$ cat src/rtl/br_rx_buffer_pkg.sv
// DMNIPkg slice used by the BrLite receive buffer: the shared broadcast payload type
// and the router-side handshake state encoding.
package DMNIPkg;

    typedef struct packed {
        logic [3:0]  ksvc;
        logic [15:0] seq_source;
        logic [15:0] payload;
    } br_payload_t;

    typedef enum logic {
        BR_RX_IDLE,
        BR_RX_WAIT_LOW
    } br_rx_state_t;

endpackage

$ cat src/rtl/br_rx_fifo.sv
// Register FIFO of BrLite payloads with head-of-queue read and next-occupancy export.
// A pop on an empty FIFO is dropped; the caller only pushes when not full.
module br_rx_fifo
    import DMNIPkg::*;
#(
    parameter int DEPTH = 4
) (
    input  logic                     clk,
    input  logic                     rst,
    input  logic                     push,
    input  br_payload_t              push_data,
    input  logic                     pop,
    output br_payload_t              head,
    output logic [$clog2(DEPTH):0]   count_next,
    output logic                     full,
    output logic                     empty
);

    localparam int PTR_W = $clog2(DEPTH);
    localparam int CNT_W = PTR_W + 1;
    localparam logic [CNT_W-1:0] FULL_CNT = DEPTH[CNT_W-1:0];

    br_payload_t        mem [DEPTH];
    logic [PTR_W-1:0]   rd_ptr;
    logic [PTR_W-1:0]   wr_ptr;
    logic [CNT_W-1:0]   count;
    logic               do_push;
    logic               do_pop;

    assign full    = (count == FULL_CNT);
    assign empty   = (count == '0);
    assign do_push = push && !full;
    assign do_pop  = pop && !empty;
    assign head    = mem[rd_ptr];

    always_comb begin
        count_next = count;
        case ({do_push, do_pop})
            2'b10:   count_next = count + CNT_W'(1);
            2'b01:   count_next = count - CNT_W'(1);
            default: count_next = count;
        endcase
    end

    // Payload storage carries no reset; only pointers and occupancy are cleared.
    always_ff @(posedge clk) begin
        if (do_push) begin
            mem[wr_ptr] <= push_data;
        end
    end

    always_ff @(posedge clk) begin
        if (rst) begin
            rd_ptr <= '0;
            wr_ptr <= '0;
            count  <= '0;
        end else begin
            if (do_push) begin
                wr_ptr <= wr_ptr + PTR_W'(1);
            end
            if (do_pop) begin
                rd_ptr <= rd_ptr + PTR_W'(1);
            end
            count <= count_next;
        end
    end

endmodule

$ cat src/rtl/br_rx_buffer.sv
// BrLite router-to-DMNI receive buffer: req/ack intake FSM in front of a small FIFO.
// Optional statistics (accept counter, occupancy high-water) under BRLITE_RX_STATS_EN.
module br_rx_buffer
    import DMNIPkg::*;
#(
    parameter int BUFFER_SIZE = 4
) (
    input  logic                           clk_i,
    input  logic                           rst_i,
    input  logic                           rx_req_i,
    output logic                           rx_ack_o,
    input  br_payload_t                    rx_data_i,
    output logic                           ni_rx_o,
    input  logic                           ni_ack_i,
    output br_payload_t                    ni_data_o,
    output logic                           full_o,
    output logic [31:0]                    rcv_count_o,
    output logic [$clog2(BUFFER_SIZE):0]   high_water_o
);

    localparam int CNT_W = $clog2(BUFFER_SIZE) + 1;

    br_rx_state_t       state;
    br_rx_state_t       state_next;
    logic               push;
    logic               empty;
    logic [CNT_W-1:0]   count_next;

    // A held req after an accept is ignored until it drops, so no message is taken twice.
    always_comb begin
        state_next = state;
        push       = 1'b0;
        case (state)
            BR_RX_IDLE: begin
                if (rx_req_i && !full_o) begin
                    push       = 1'b1;
                    state_next = BR_RX_WAIT_LOW;
                end
            end
            BR_RX_WAIT_LOW: begin
                if (!rx_req_i) begin
                    state_next = BR_RX_IDLE;
                end
            end
            default: state_next = BR_RX_IDLE;
        endcase
    end

    always_ff @(posedge clk_i) begin
        if (rst_i) begin
            state    <= BR_RX_IDLE;
            rx_ack_o <= 1'b0;
        end else begin
            state    <= state_next;
            rx_ack_o <= push;
        end
    end

    br_rx_fifo #(
        .DEPTH (BUFFER_SIZE)
    ) u_fifo (
        .clk        (clk_i),
        .rst        (rst_i),
        .push       (push),
        .push_data  (rx_data_i),
        .pop        (ni_ack_i),
        .head       (ni_data_o),
        .count_next (count_next),
        .full       (full_o),
        .empty      (empty)
    );

    assign ni_rx_o = !empty;

`ifdef BRLITE_RX_STATS_EN
    logic [31:0]      rcv_count;
    logic [CNT_W-1:0] high_water;

    always_ff @(posedge clk_i) begin
        if (rst_i) begin
            rcv_count  <= '0;
            high_water <= '0;
        end else begin
            if (push) begin
                rcv_count <= rcv_count + 32'd1;
            end
            if (count_next > high_water) begin
                high_water <= count_next;
            end
        end
    end

    assign rcv_count_o  = rcv_count;
    assign high_water_o = high_water;
`else
    logic unused_count_next;

    assign unused_count_next = ^count_next;
    assign rcv_count_o       = '0;
    assign high_water_o      = '0;
`endif

endmodule
$ cat config.mk
export PLATFORM = sky130hd
export DESIGN_NAME = br_rx_buffer
export DESIGN_NICKNAME = d
export VERILOG_FILES = /design/src/rtl/br_rx_buffer_pkg.sv /design/src/rtl/br_rx_fifo.sv /design/src/rtl/br_rx_buffer.sv
export SDC_FILE = /design/constraint.sdc
export NUM_CORES = 1
export LEC_CHECK = 0
export BUFFER_PORTS_ARGS = -buffer_cell sky130_fd_sc_hd__buf_2
export CORE_MARGIN = 2
export CORE_UTILIZATION = 28
export CTS_CLUSTER_DIAMETER = 30
export DETAILED_ROUTE_END_ITERATION = 6
export PLACE_DENSITY = 0.57
export SYNTH_ARGS = -nofsm -noshare
export SYNTH_HDL_FRONTEND = slang
export SYNTH_SLANG_ARGS = --single-unit
export TNS_END_PERCENT = 100
$ cat constraint.sdc
create_clock -name clk_i -period 2.17 [get_ports clk_i]
set_input_delay 0.434 -clock clk_i [delete_from_list [all_inputs] [get_ports clk_i]]
set_output_delay 0.434 -clock clk_i [all_outputs]
set_load 0.01 [all_outputs]
**Word-level counts from Yosys, hierarchy flattened**

Memories as Yosys holds them, arrays and structs flattened. A register that Yosys moved wholly into a read port is not among the register bits.
Index checks and enable logic that the tools add are counted.

- Bits in writable memories: 144
- Memories kept: 1
- Input port bits: 40
- Logic and storage cells: 30
- Register bits: 9
- Output and inout bits: 74

- Bitwise gates (word level): 1
- Reductions and logical operators: 7
- Equality and inequality tests: 3
- $add $sub $neg: 4
- Multiplexer cells: 9

Memories:

| name | words | bits a word | rd ports | clocked after memory_dff | wr ports | RTL line | text |
|---|---|---|---|---|---|---|---|
| u_fifo.mem | 4 | 36 | 1 | 1 | 1 | br_rx_fifo.sv:23 | `br_payload_t mem [DEPTH];` |

Operators with widths:

| kind | number |
|---|---|
| 3-bit case mux with 2 select lines | 1 |
| 1-bit two-way mux | 5 |
| 2-bit by 1-bit adder with 2-bit output (second input constant) | 2 |
| 2-bit two-way mux | 2 |
| 3-bit by 1-bit adder with 3-bit output (second input constant) | 1 |
| 3-bit == test (second input constant) | 1 |
| 1-bit logical AND | 3 |
| 3-bit logical NOT | 1 |
| 3-bit by 1-bit subtractor with 3-bit output (second input constant) | 1 |
| 2-bit by 1-bit == test with 1-bit output (second input constant) | 1 |
| 2-bit == test (second input constant) | 1 |
| 1-bit logical NOT | 2 |
| 1-bit case mux with 2 select lines | 1 |
| 2-bit nonzero test | 1 |
| 1-bit inverter | 1 |

**Longest topological paths before layout**

Gate-level depths: netlist of run 1.

- Depth after elaboration: 8
- Mapped depth: 10
- Gate-level depth less buffers: 10

**Hierarchy**

From an unflattened synthesis of run 1, not the netlist that was laid out.

- Cells, all modules: 286
- Area total of the unflattened synthesis: 6,083.3 um2

By module, submodules not included:

| module | instances | seq. area each (um2) | cells each | area an instance (um2) |
|---|---|---|---|---|
| br_rx_fifo | 1 | 4,504.3 | 243 | 5,738.0 |
| br_rx_buffer | 1 | 40.0 | 43 | 345.3 |

**Worst setup path after synthesis of run 1**

OpenSTA, ideal clock, no wires.

- Path kind: reg-to-reg
- Start: register u_fifo.count[2]
- End: register u_fifo.count[2]
- Arrival time: 2.206 ns
- Buffers on the path: 0
- Required time: 2.099 ns
- Clock period less this slack: 2.277 ns
- Setup time: 0.071 ns
- Cell stages (with the launch flop): 11
- Slack: -0.107 ns
- Path through: dfxtp_1 -> or3b_4 -> inv_4 -> nor3b_4 -> inv_1 -> ha_1 -> inv_1 -> fa_1 -> xor2_1 -> or3_2 -> a21oi_1

- Cells in the longest elaborated chain, start to end: 8
- Elaborated cells on any way between the ends: 15
- Classes of those cells: add/sub: 2; eq/ne: 3; mux: 3; reduce/logical: 7

RTL lines:

| element | RTL line | text |
|---|---|---|
| from (decl) | br_rx_fifo.sv:26 | `logic [CNT_W-1:0] count;` |
| from (signal assigned) | br_rx_fifo.sv:64 | `count <= count_next;` |
| 3-bit == test (*) | br_rx_fifo.sv:30 | `assign full = (count == FULL_CNT);` |
| net full_o | br_rx_buffer.sv:16 | `output logic full_o,` |
| 1-bit logical NOT (*) | br_rx_fifo.sv:32, br_rx_buffer.sv:35 |  |
| 1-bit logical AND | br_rx_buffer.sv:35 | `if (rx_req_i && !full_o) begin` |
| 1-bit two-way mux | br_rx_buffer.sv:35 |  |
| 1-bit two-way mux | br_rx_buffer.sv:33 | `case (state)` |
| 1-bit logical AND (*) | br_rx_fifo.sv:32 | `assign do_push = push && !full;` |
| 2-bit by 1-bit == test with 1-bit output or 2-bit == test (tied branches) | br_rx_fifo.sv:38 | `case ({do_push, do_pop})` |
| 3-bit case mux with 2 select lines or 2-bit nonzero test (tied branches) | - |  |

Mark *: on every way through the listed nets, which the timed path passes. The rest lies on a longest branch.
A chain may end at the register's enable or synchronous reset.

==> flow_metrics.env, run 1 <==
export IMPL_synth_ff_type="edfxtp_1"
export IMPL_path_class="reg2out"
export IMPL_h_tree_depth=4
export IMPL_slowest_delay_ns=0.56
export IMPL_drt_total_wl_um=11200
export IMPL_drv_slew=0
export IMPL_ys_warn_count=0
export IMPL_vias=2786
export IMPL_synth_top_cell_by_area="edfxtp_1"
export IMPL_drt_iter0_drc=87
export IMPL_cts_buffers=17
export IMPL_start_util_pct=28.6
export IMPL_worst_slew_pin_slew_ns=0.507
export IMPL_synth_area_um2=6010
export IMPL_cts_tree="done"
export IMPL_min_path_type="in2reg"
export IMPL_die_w_um=151
export IMPL_grt_max_degree=24
export IMPL_yosysMostFrequentCell="edfxtp_1"
export IMPL_clk_path_buf_depth=2
export IMPL_internal_power_mw=6.39
export IMPL_dpl_hpwl_um=7010
export IMPL_yosys_top_cells_area="edfxtp_1 72%, mux4_2 13%, buf_4 4.4%"
export IMPL_power_density_nw_per_um2=1150
export IMPL_ir_drop_mv=0.492
export IMPL_cp_top_family="multiplexers"
export IMPL_sw_frac_of_total_pct=26.1
export IMPL_dieArea_um2=22700
export IMPL_post_place_cells=638
export IMPL_drtPass1Iterations=4
export IMPL_syn_inst=281
export IMPL_worst_path_buf_inv=2
export IMPL_post_place_ws_ns=-0.0759
export IMPL_worst_setup_hold_path_clk_slew_ns=0.06
export IMPL_drive_gt1_share_pct=45.1
export IMPL_finalCritPeriodShare_pct=98.3
export IMPL_netlist_top_cells_count="144 x edfxtp_1, 36 x mux4_2, 35 x buf_4"
export IMPL_comb_power_share_pct=27.0
export IMPL_drc=0
export IMPL_grt_pass1_vias=3060
export IMPL_seqPwrFrac_pct=42.2
export IMPL_multi_input_area_um2=1280
export IMPL_clock_latency_ns=0.41
export IMPL_core_rowCount=53
export IMPL_cp_required_ns=1.74
export IMPL_grt_use_total_pct=10.4
export IMPL_clkPwrFrac_pct=30.8
export IMPL_synth_compound_area_share_pct=0.562
export IMPL_fillCellCount=1948
export IMPL_io_pins=114
export IMPL_nNetsFinal=430
export IMPL_rsz0062_at_grt="yes"
export IMPL_wire_per_inst_um=16.7
export IMPL_synth_top_area_share_pct=71.9
export IMPL_antenna_found_initial=0
export IMPL_switchingPower_mw=2.26
export IMPL_status="finished, final reports clean"
export IMPL_async_reset_ff_share_pct=0
export IMPL_finalWorstPathRequiredPeriod_ns=2.13
export IMPL_yosys_area_share_adder_pct=1.37
export IMPL_crit_chain="buf_12, mux4_2, buf_6"
export IMPL_fin_cells=670
export IMPL_cp_slowest_cell="mux4_2"
export IMPL_synth_edf_count=144
export IMPL_core_region_area_um2=21000
export IMPL_endpoint_kind="output pin"
export IMPL_relSlewSlack_pct=65.8
export IMPL_avgSynthCellArea_um2=21.4
export IMPL_grt_pass1_wl_um=17000
export IMPL_insertedDiodeCount=0
export IMPL_avgViaCountPerCell=4.16
export IMPL_max_cap_viol_count=0
export IMPL_portBuffers=78
export IMPL_syn2layout_area_growth_pct=24.7
export IMPL_synth_cell_types=28
export IMPL_whs_ns=0.236
export IMPL_synth_xor_area_share_pct=0.583
export IMPL_ys_seq_elements=155
export IMPL_p_leak_nw=2.58
export IMPL_hold_violations=0
export IMPL_hold_buffers=0
export IMPL_overflow=0
export IMPL_gp_congestion=0.710
export IMPL_die_height_um=151
export IMPL_worstPathArrival_ns=1.70
export IMPL_ys_seq_area_share_pct=75.6
export IMPL_layout_setup_ws_ns=0.0375
export IMPL_setup_viol=0
export IMPL_ant_nets=0
export IMPL_synth_mux_area_share_pct=13.9
export IMPL_clockRootBuffer="clkbuf_16"
export IMPL_cp_max_fo=19
export IMPL_cp_start_kind="register"
export IMPL_synth_simple_area_share_pct=2.12
export IMPL_fin_skew_ns=0.00776
export IMPL_fin_util_pct=35.7
export IMPL_clkSinkCount=155
export IMPL_fmax_mhz=469
export IMPL_synth_top_family_by_area="multiplexers"
export IMPL_ff_latch_area_um2=4550
## through the flow
step / setup TNS (ns) / instance area, µm² / power [mW]
global placement: -0.00832 / 6750 / 5.72
finish: 0 / 7500 / 8.64
detailed placement: -0.0759 / 6750 / 5.75
global route: -0.711 / 7500 / 9.09
CTS: -0.0776 / 7350 / 8.58
floorplan: -0.0355 / 6150 / 5.02
## worst paths after layout
check	from	end	slack, ns	depth (start not counted)
max	register	ni_data_o[0]	0.04	3
min	rx_data_i[20]	u_fifo.mem[1][20]	0.24	1
max reg2reg	u_fifo.count[1]	u_fifo.count[2]	0.04	10
min reg2reg	u_fifo.wr_ptr[1]	u_fifo.wr_ptr[1]	0.53	2
## routing by layer
layer  vias to the layer above  GRT usage, %  wire [µm]  share of wire [%]
li1                       1255             -          -                  -
met1                      1442          12.4       4710                 42
met2                        81          17.7       5890                 53
met3                         8          3.09        520                4.6
met4                         0          4.25         86               0.77
met5                         -             0          0                  0
## kinds of logic after synthesis
family	after synthesis
AO/OA/AOI/OAI	5
AND/OR/NAND/NOR	21
multiplexers	38
other	1
flip-flops	155
buffers and inverters	51
XOR/XNOR	4
adder cells (fa/ha/maj)	6
## flip-flops by register name (all words and copies together) (netlist names), named ones only
name           count
u_fifo.count       3
u_fifo.mem       144
rx_ack_o           1
u_fifo.rd_ptr      2
state              1
u_fifo.wr_ptr      2
## layout by cell type (no fill, tap or decap), types with 2 or more instances in the layout
| cell type | instances |
|---|---|
| inv_1 | 4 |
| ha_1 | 4 |
| buf_12 | 6 |
| dfxtp_2 | 4 |
| inv_2 | 2 |
| buf_2 | 50 |
| xor2_1 | 2 |
| dfxtp_1 | 6 |
| clkinv_2 | 2 |
| clkinv_1 | 4 |
| nor2_1 | 10 |
| clkinvlp_4 | 3 |
| conb_1 | 35 |
| buf_6 | 28 |
| edfxtp_1 | 144 |
| nand2b_1 | 2 |
| and2_2 | 4 |
| clkinv_4 | 2 |
| clkbuf_16 | 17 |
| buf_4 | 10 |
| mux4_2 | 36 |
## area by class of cell
type	count	area share, %
Sequential cell	155	60.7
Multi-Input combinational cell	109	17.1
Timing Repair Buffer	94	10.1
Clock buffer	17	5.67
Tap cell	275	4.59
Clock inverter	13	1.39
Inverter	7	0.384
## worst reg2reg max path, cell delays in order (launching register included)
cell and delay (ns):
dfxtp_2 0.32, or3b_4 0.41, inv_4 0.07, nor3b_4 0.05, inv_2 0.08, ha_4 0.15, inv_2 0.04, fa_2 0.34
xor2_2 0.15, or3_4 0.33, a21oi_2 0.13
## power by group through the flow
stage / sequential, mW / combinational [mW] / clock, mW
detailed placement: 3.71 / 2.04 / 0
finish: 3.64 / 2.34 / 2.66
CTS: 3.65 / 2.17 / 2.76
global placement: 3.69 / 2.02 / 0
floorplan: 3.68 / 1.34 / 0
global route: 3.67 / 2.54 / 2.88
## repair_timing
| item | CTS | global route |
|---|---|---|
| endpoints found under the hold margin | 0 | 0 |
| buffers inserted | 1 | 1 |
| endpoints found under the setup margin | 11 | 37 |
| pin swaps | 5 | 4 |
| gates resized for setup | 13 | 22 |
No activity file was read; power rests on OpenSTA's default activity.
==> inputs of run 2 (changes only) <==
--- a/config.mk
+++ b/config.mk
@@ -5,12 +5,15 @@
 export SDC_FILE = /design/constraint.sdc
 export NUM_CORES = 1
 export LEC_CHECK = 0
+export ABC_CLOCK_PERIOD_IN_PS = 2170
 export BUFFER_PORTS_ARGS = -buffer_cell sky130_fd_sc_hd__buf_2
+export CELL_PAD_IN_SITES_DETAIL_PLACEMENT = 1
+export CELL_PAD_IN_SITES_GLOBAL_PLACEMENT = 1
 export CORE_MARGIN = 2
 export CORE_UTILIZATION = 28
 export CTS_CLUSTER_DIAMETER = 30
 export DETAILED_ROUTE_END_ITERATION = 6
-export PLACE_DENSITY = 0.57
+export PLACE_DENSITY = 0.63
 export SYNTH_ARGS = -nofsm -noshare
 export SYNTH_HDL_FRONTEND = slang
 export SYNTH_SLANG_ARGS = --single-unit
==> run 2 against run 1 <==
Net effect:
- the flow now finishes with violations (setup timing)
- largest power group unchanged
- final area is 1.2% higher
- routed wire length increased by 12%
- total power grew 4.4%
- sequential power rose by 1%
- clock power up 6%
==> flow_metrics.env, run 2 (synthesized netlist as in run 1, its figures left out) <==
export IMPL_drtPass1Iterations=4
export IMPL_max_flop_register="u_fifo.mem"
export IMPL_clockRootBuffer="clkbuf_16"
export IMPL_start_util_pct=28.6
export IMPL_drt_total_wl_um=12600
export IMPL_setup_viol=18
export IMPL_grt_pass1_wl_um=18600
export IMPL_ir_drop_mv=0.498
export IMPL_post_place_ws_ns=-0.150
export IMPL_layout_setup_ws_ns=-0.0279
export IMPL_cp_start_kind="register"
export IMPL_slowest_delay_ns=0.53
export IMPL_p_total_mw=9.02
export IMPL_layout_common_cells="144 x edfxtp_1, 49 x buf_2, 36 x mux4_2, 35 x conb_1, 29 x buf_6"
export IMPL_fmax_mhz=455
export IMPL_finalWorstPathRequiredPeriod_ns=2.20
export IMPL_max_cap_viol_count=0
export IMPL_syn2layout_area_growth_pct=26.2
export IMPL_wire_per_inst_um=18.5
export IMPL_vias=2825
export IMPL_clkSinkCount=155
export IMPL_min_path_type="in2reg"
export IMPL_cp_required_ns=1.74
export IMPL_crit_chain="clkbuf_16, mux4_2, buf_6"
export IMPL_dpl_hpwl_um=7570
export IMPL_power_density_nw_per_um2=1190
export IMPL_drive_gt1_share_pct=46.2
export IMPL_cp_slowest_cell="mux4_2"
export IMPL_drc=0
export IMPL_portBuffers=78
export IMPL_io_pins=114
export IMPL_avgViaCountPerCell=4.16
export IMPL_worstPathArrival_ns=1.76
export IMPL_core_region_area_um2=21000
export IMPL_p_leak_nw=2.65
export IMPL_grt_use_total_pct=11.5
export IMPL_grt_max_degree=22
export IMPL_hold_violations=0
export IMPL_die_height_um=151
export IMPL_multi_input_area_um2=1280
export IMPL_largest_reg_flops=144
export IMPL_endpoint_kind="output pin"
export IMPL_ant_nets=0
export IMPL_overflow=0
export IMPL_mostFrequentLayoutCell="edfxtp_1"
export IMPL_rsz0062_at_grt="yes"
export IMPL_cp_max_fo=9
export IMPL_cts_tree="done"
export IMPL_worst_path_buf_inv=2
export IMPL_antenna_found_initial=1
export IMPL_path_class="reg2out"
export IMPL_die_w_um=151
export IMPL_ff_latch_area_um2=4550
export IMPL_worst_setup_hold_path_clk_slew_ns=0.06
export IMPL_clock_latency_ns=0.41
export IMPL_top_regs="u_fifo.mem x144, u_fifo.count x3"
export IMPL_cp_top_family="multiplexers"
export IMPL_status="finished, violations left"
export IMPL_violations="setup timing"
export IMPL_grt_pass1_vias=3205
export IMPL_nNetsFinal=437
export IMPL_cts_buffers=17
export IMPL_finalCritPeriodShare_pct=101
export IMPL_dieArea_um2=22700
export IMPL_clk_path_buf_depth=2
export IMPL_drt_iter0_drc=141
export IMPL_drv_slew=0
export IMPL_h_tree_depth=4
export IMPL_fillCellCount=2091
export IMPL_core_rowCount=53
export IMPL_gp_congestion=0.678
export IMPL_fin_skew_ns=0.00872
## run 2: cell count changes in the layout (fill, tap and decap cells not counted), sizes merged
| cell | delta |
|---|---|
| bufinv | +1 |
| buf | +5 |
| diode | +1 |
| clkinvlp | -2 |
| clkbuf | +4 |
## run 2: path summary, 6_finish.rpt
| check | startpoint | endpoint | slack [ns] | cells past startpoint |
|---|---|---|---|---|
| min reg2reg | state | state | 0.53 | 2 |
| max reg2reg | u_fifo.count[1] | u_fifo.count[2] | 0 | 10 |
| max | register | ni_data_o[24] | -0.03 | 3 |
| min | rx_data_i[17] | u_fifo.mem[3][17] | 0.23 | 1 |
## run 2: cell type report
| cell class | count | area share (%) |
|---|---|---|
| diodes | 1 | 0.0330 |
| clock buffers | 19 | 5.71 |
| clock inverters | 12 | 1.63 |
| inverters | 7 | 0.379 |
| multi-input cells | 109 | 16.9 |
| flip-flops and latches | 155 | 60.0 |
| well taps | 275 | 4.53 |
| repair buffers | 101 | 10.8 |
## run 2: repair_timing
| item | in CTS | in global routing |
|---|---|---|
| pin swaps | 3 | 2 |
| buffers inserted | 4 | 0 |
| resized for setup | 24 | 13 |
| hold buffers | 0 | 0 |
| setup endpoints to repair | 37 | 37 |
| cloned | 1 | 2 |
## run 2: per-stage QoR
stage	TNS (ns)	cell area [µm²]	cells	hold slack (ns)	utilization, %
4_1_cts	-1.64	7450	676	0.213	35.4
3_3_place_gp	-0.0341	6700	640	0.488	31.9
3_5_place_dp	-0.150	6700	640	0.530	31.9
6_report	-0.245	7590	679	0.231	36.1
2_1_floorplan	-0.0355	6150	315	0.475	-
5_1_grt	-2.38	7580	678	0.213	36.1
## run 2: where the power goes
part	total, mW	switching [mW]	internal, mW
clock	2.81	1.13	1.68
sequential	3.68	0.112	3.56
combinational	2.54	1.15	1.39
## run 2: metal layers
layer	vias up	global-route usage [%]	part of all wire (%)
met3	7	3.64	5.0
met1	1463	13.8	42
li1	1273	-	-
met4	0	3.54	0.95
met2	82	19.7	52
met5	-	0	0
==> inputs of run 3 (changes only) <==
--- a/config.mk
+++ b/config.mk
@@ -13,7 +13,9 @@
 export CORE_UTILIZATION = 28
 export CTS_CLUSTER_DIAMETER = 30
 export DETAILED_ROUTE_END_ITERATION = 6
+export GPL_ROUTABILITY_DRIVEN = 1
 export PLACE_DENSITY = 0.63
+export SLEW_MARGIN = 10
 export SYNTH_ARGS = -nofsm -noshare
 export SYNTH_HDL_FRONTEND = slang
 export SYNTH_SLANG_ARGS = --single-unit
==> constraint.sdc (replaced) <==
create_clock -name clk_i -period 2.17 [get_ports clk_i]
set_input_delay 0.434 -clock clk_i [delete_from_list [all_inputs] [get_ports clk_i]]
set_output_delay 0.434 -clock clk_i [all_outputs]
set_load 0.1 [all_outputs]
==> run 3 against run 2 <==
Net effect:
- the flow still finishes with violations (setup timing)
- worst hold slack worse by 0.0015 ns
- sequential power down 1%
- critical path depth up 1
- via count up 1.8%
- utilization up 1.2 points
- clock-buffer cell count down 1
- setup slack worse by 0.039 ns
- register-to-register slack better by 0.06 ns
- maximum frequency down 1.8%
- first-iteration DRC count down 13%
- critical path type unchanged
==> flow_metrics.env, run 3 (synthesized netlist as in run 1, its figures left out) <==
export IMPL_finalCritPeriodShare_pct=103
export IMPL_die_w_um=151
export IMPL_rsz0062_at_grt="yes"
export IMPL_cts_buffers=17
export IMPL_h_tree_depth=4
export IMPL_top_regs="u_fifo.mem x144, u_fifo.count x3"
export IMPL_core_region_area_um2=21000
export IMPL_avgViaCountPerCell=4.21
export IMPL_portBuffers=78
export IMPL_clock_latency_ns=0.42
export IMPL_grt_pass1_vias=3186
export IMPL_cts_tree="done"
export IMPL_fillCellCount=2088
export IMPL_antenna_found_initial=0
export IMPL_cp_max_fo=7
export IMPL_hold_violations=0
export IMPL_ant_nets=0
export IMPL_start_util_pct=28.6
export IMPL_relSlewSlack_pct=66.7
export IMPL_cp_required_ns=1.74
export IMPL_cp_start_kind="register"
export IMPL_nNetsFinal=442
export IMPL_endpoint_kind="output pin"
export IMPL_min_path_type="in2reg"
export IMPL_p_leak_nw=2.75
export IMPL_dpl_hpwl_um=7500
export IMPL_dieArea_um2=22700
export IMPL_worstPathArrival_ns=1.80
export IMPL_fmax_mhz=447
export IMPL_syn2layout_area_growth_pct=30.4
export IMPL_worst_setup_hold_path_clk_slew_ns=0.06
export IMPL_violations="setup timing"
export IMPL_drive_gt1_share_pct=46.8
export IMPL_post_place_ws_ns=-0.0698
export IMPL_finalWorstPathRequiredPeriod_ns=2.24
export IMPL_worst_slew_pin_slew_ns=0.494
export IMPL_insertedDiodeCount=0
export IMPL_power_density_nw_per_um2=1540
export IMPL_die_height_um=151
export IMPL_fin_cells=683
export IMPL_post_place_cells=642
export IMPL_ir_drop_mv=0.756
export IMPL_overflow=0
export IMPL_drtPass1Iterations=4
export IMPL_clkSinkCount=155
export IMPL_fin_setup_tns_ns=-1.38
export IMPL_layout_setup_ws_ns=-0.0671
export IMPL_max_flop_register="u_fifo.mem"
export IMPL_multi_input_area_um2=1270
export IMPL_wire_per_inst_um=17.4
export IMPL_fin_skew_ns=0.00716
export IMPL_vias=2877
export IMPL_clockRootBuffer="clkbuf_16"
export IMPL_ff_latch_area_um2=4550
export IMPL_setup_viol=35
export IMPL_largest_reg_flops=144
export IMPL_drt_iter0_drc=123
export IMPL_core_rowCount=53
export IMPL_grt_max_degree=29
export IMPL_gp_congestion=0.622
export IMPL_status="finished, violations left"
export IMPL_path_class="reg2out"
export IMPL_drc=0
export IMPL_drt_total_wl_um=11900
export IMPL_layout_common_cells="144 x edfxtp_1, 42 x buf_2, 36 x mux4_2, 35 x conb_1, 31 x buf_6"
export IMPL_max_cap_viol_count=0
export IMPL_grt_pass1_wl_um=18100
export IMPL_io_pins=114
export IMPL_drv_slew=0
export IMPL_clk_path_buf_depth=2
export IMPL_mostFrequentLayoutCell="edfxtp_1"
export IMPL_grt_use_total_pct=11.2
==> run 3: where the power goes <==
part	leakage [nW]	total (mW)	internal (mW)	switching (mW)
Combinational	1.04	5.31	1.71	3.60
Clock	0.302	3.09	1.93	1.16
Sequential	1.41	3.64	3.56	0.0846
==> run 3: layout make-up <==
type                            count  area share, %
Sequential cell                   155           58.1
Multi-Input combinational cell    109           16.2
Timing Repair Buffer              106           13.0
Clock buffer                       18           5.47
Tap cell                          275           4.39
Clock inverter                     13           2.44
Inverter                            7          0.431
==> run 3: metal layers <==
layer	vias to the layer above	wire length, µm	GRT usage, %	share of wire [%]
met4	0	162	3.96	1.4
met1	1501	4750	12.9	40
met5	-	0	0	0
met2	83	6430	19.5	54
li1	1276	-	-	-
met3	17	577	3.58	4.8
==> run 3: critical path, stage by stage, from the launching register on <==
cell and delay [ns]:
dfxtp_4 0.37, buf_12 0.14, buf_12 0.14, mux4_2 0.53
buf_6 0.21
==> run 3: worst paths after layout <==
path,startpoint,to,slack (ns),cells past startpoint
setup / recovery,register,ni_data_o[12],-0.07,4
hold / removal,rx_data_i[33],u_fifo.mem[1][33],0.23,1
hold reg to reg,u_fifo.wr_ptr[1],u_fifo.wr_ptr[1],0.53,2
setup reg to reg,u_fifo.count[1],u_fifo.count[2],0.06,10
==> run 3: through the flow <==
step / utilization (%) / total power [mW] / area [µm²] / hold slack (ns)
floorplan: - / 7.49 / 6160 / 0.478
detailed placement: 32.3 / 8.26 / 6790 / 0.519
global placement: 32.3 / 8.20 / 6790 / 0.499
CTS: 36.8 / 12.0 / 7740 / 0.206
finish: 37.3 / 12.0 / 7840 / 0.230
global route: 37.3 / 12.5 / 7840 / 0.204
==> run 3: what timing repair did <==
| action | 4_1_cts | 5_1_grt |
|---|---|---|
| setup endpoints to repair | 37 | 37 |
| buffers inserted | 5 | 3 |
| resized for setup | 78 | 12 |
| hold buffers | 0 | 0 |
| gates cloned | 1 | 1 |
| pin swaps | 5 | 2 |
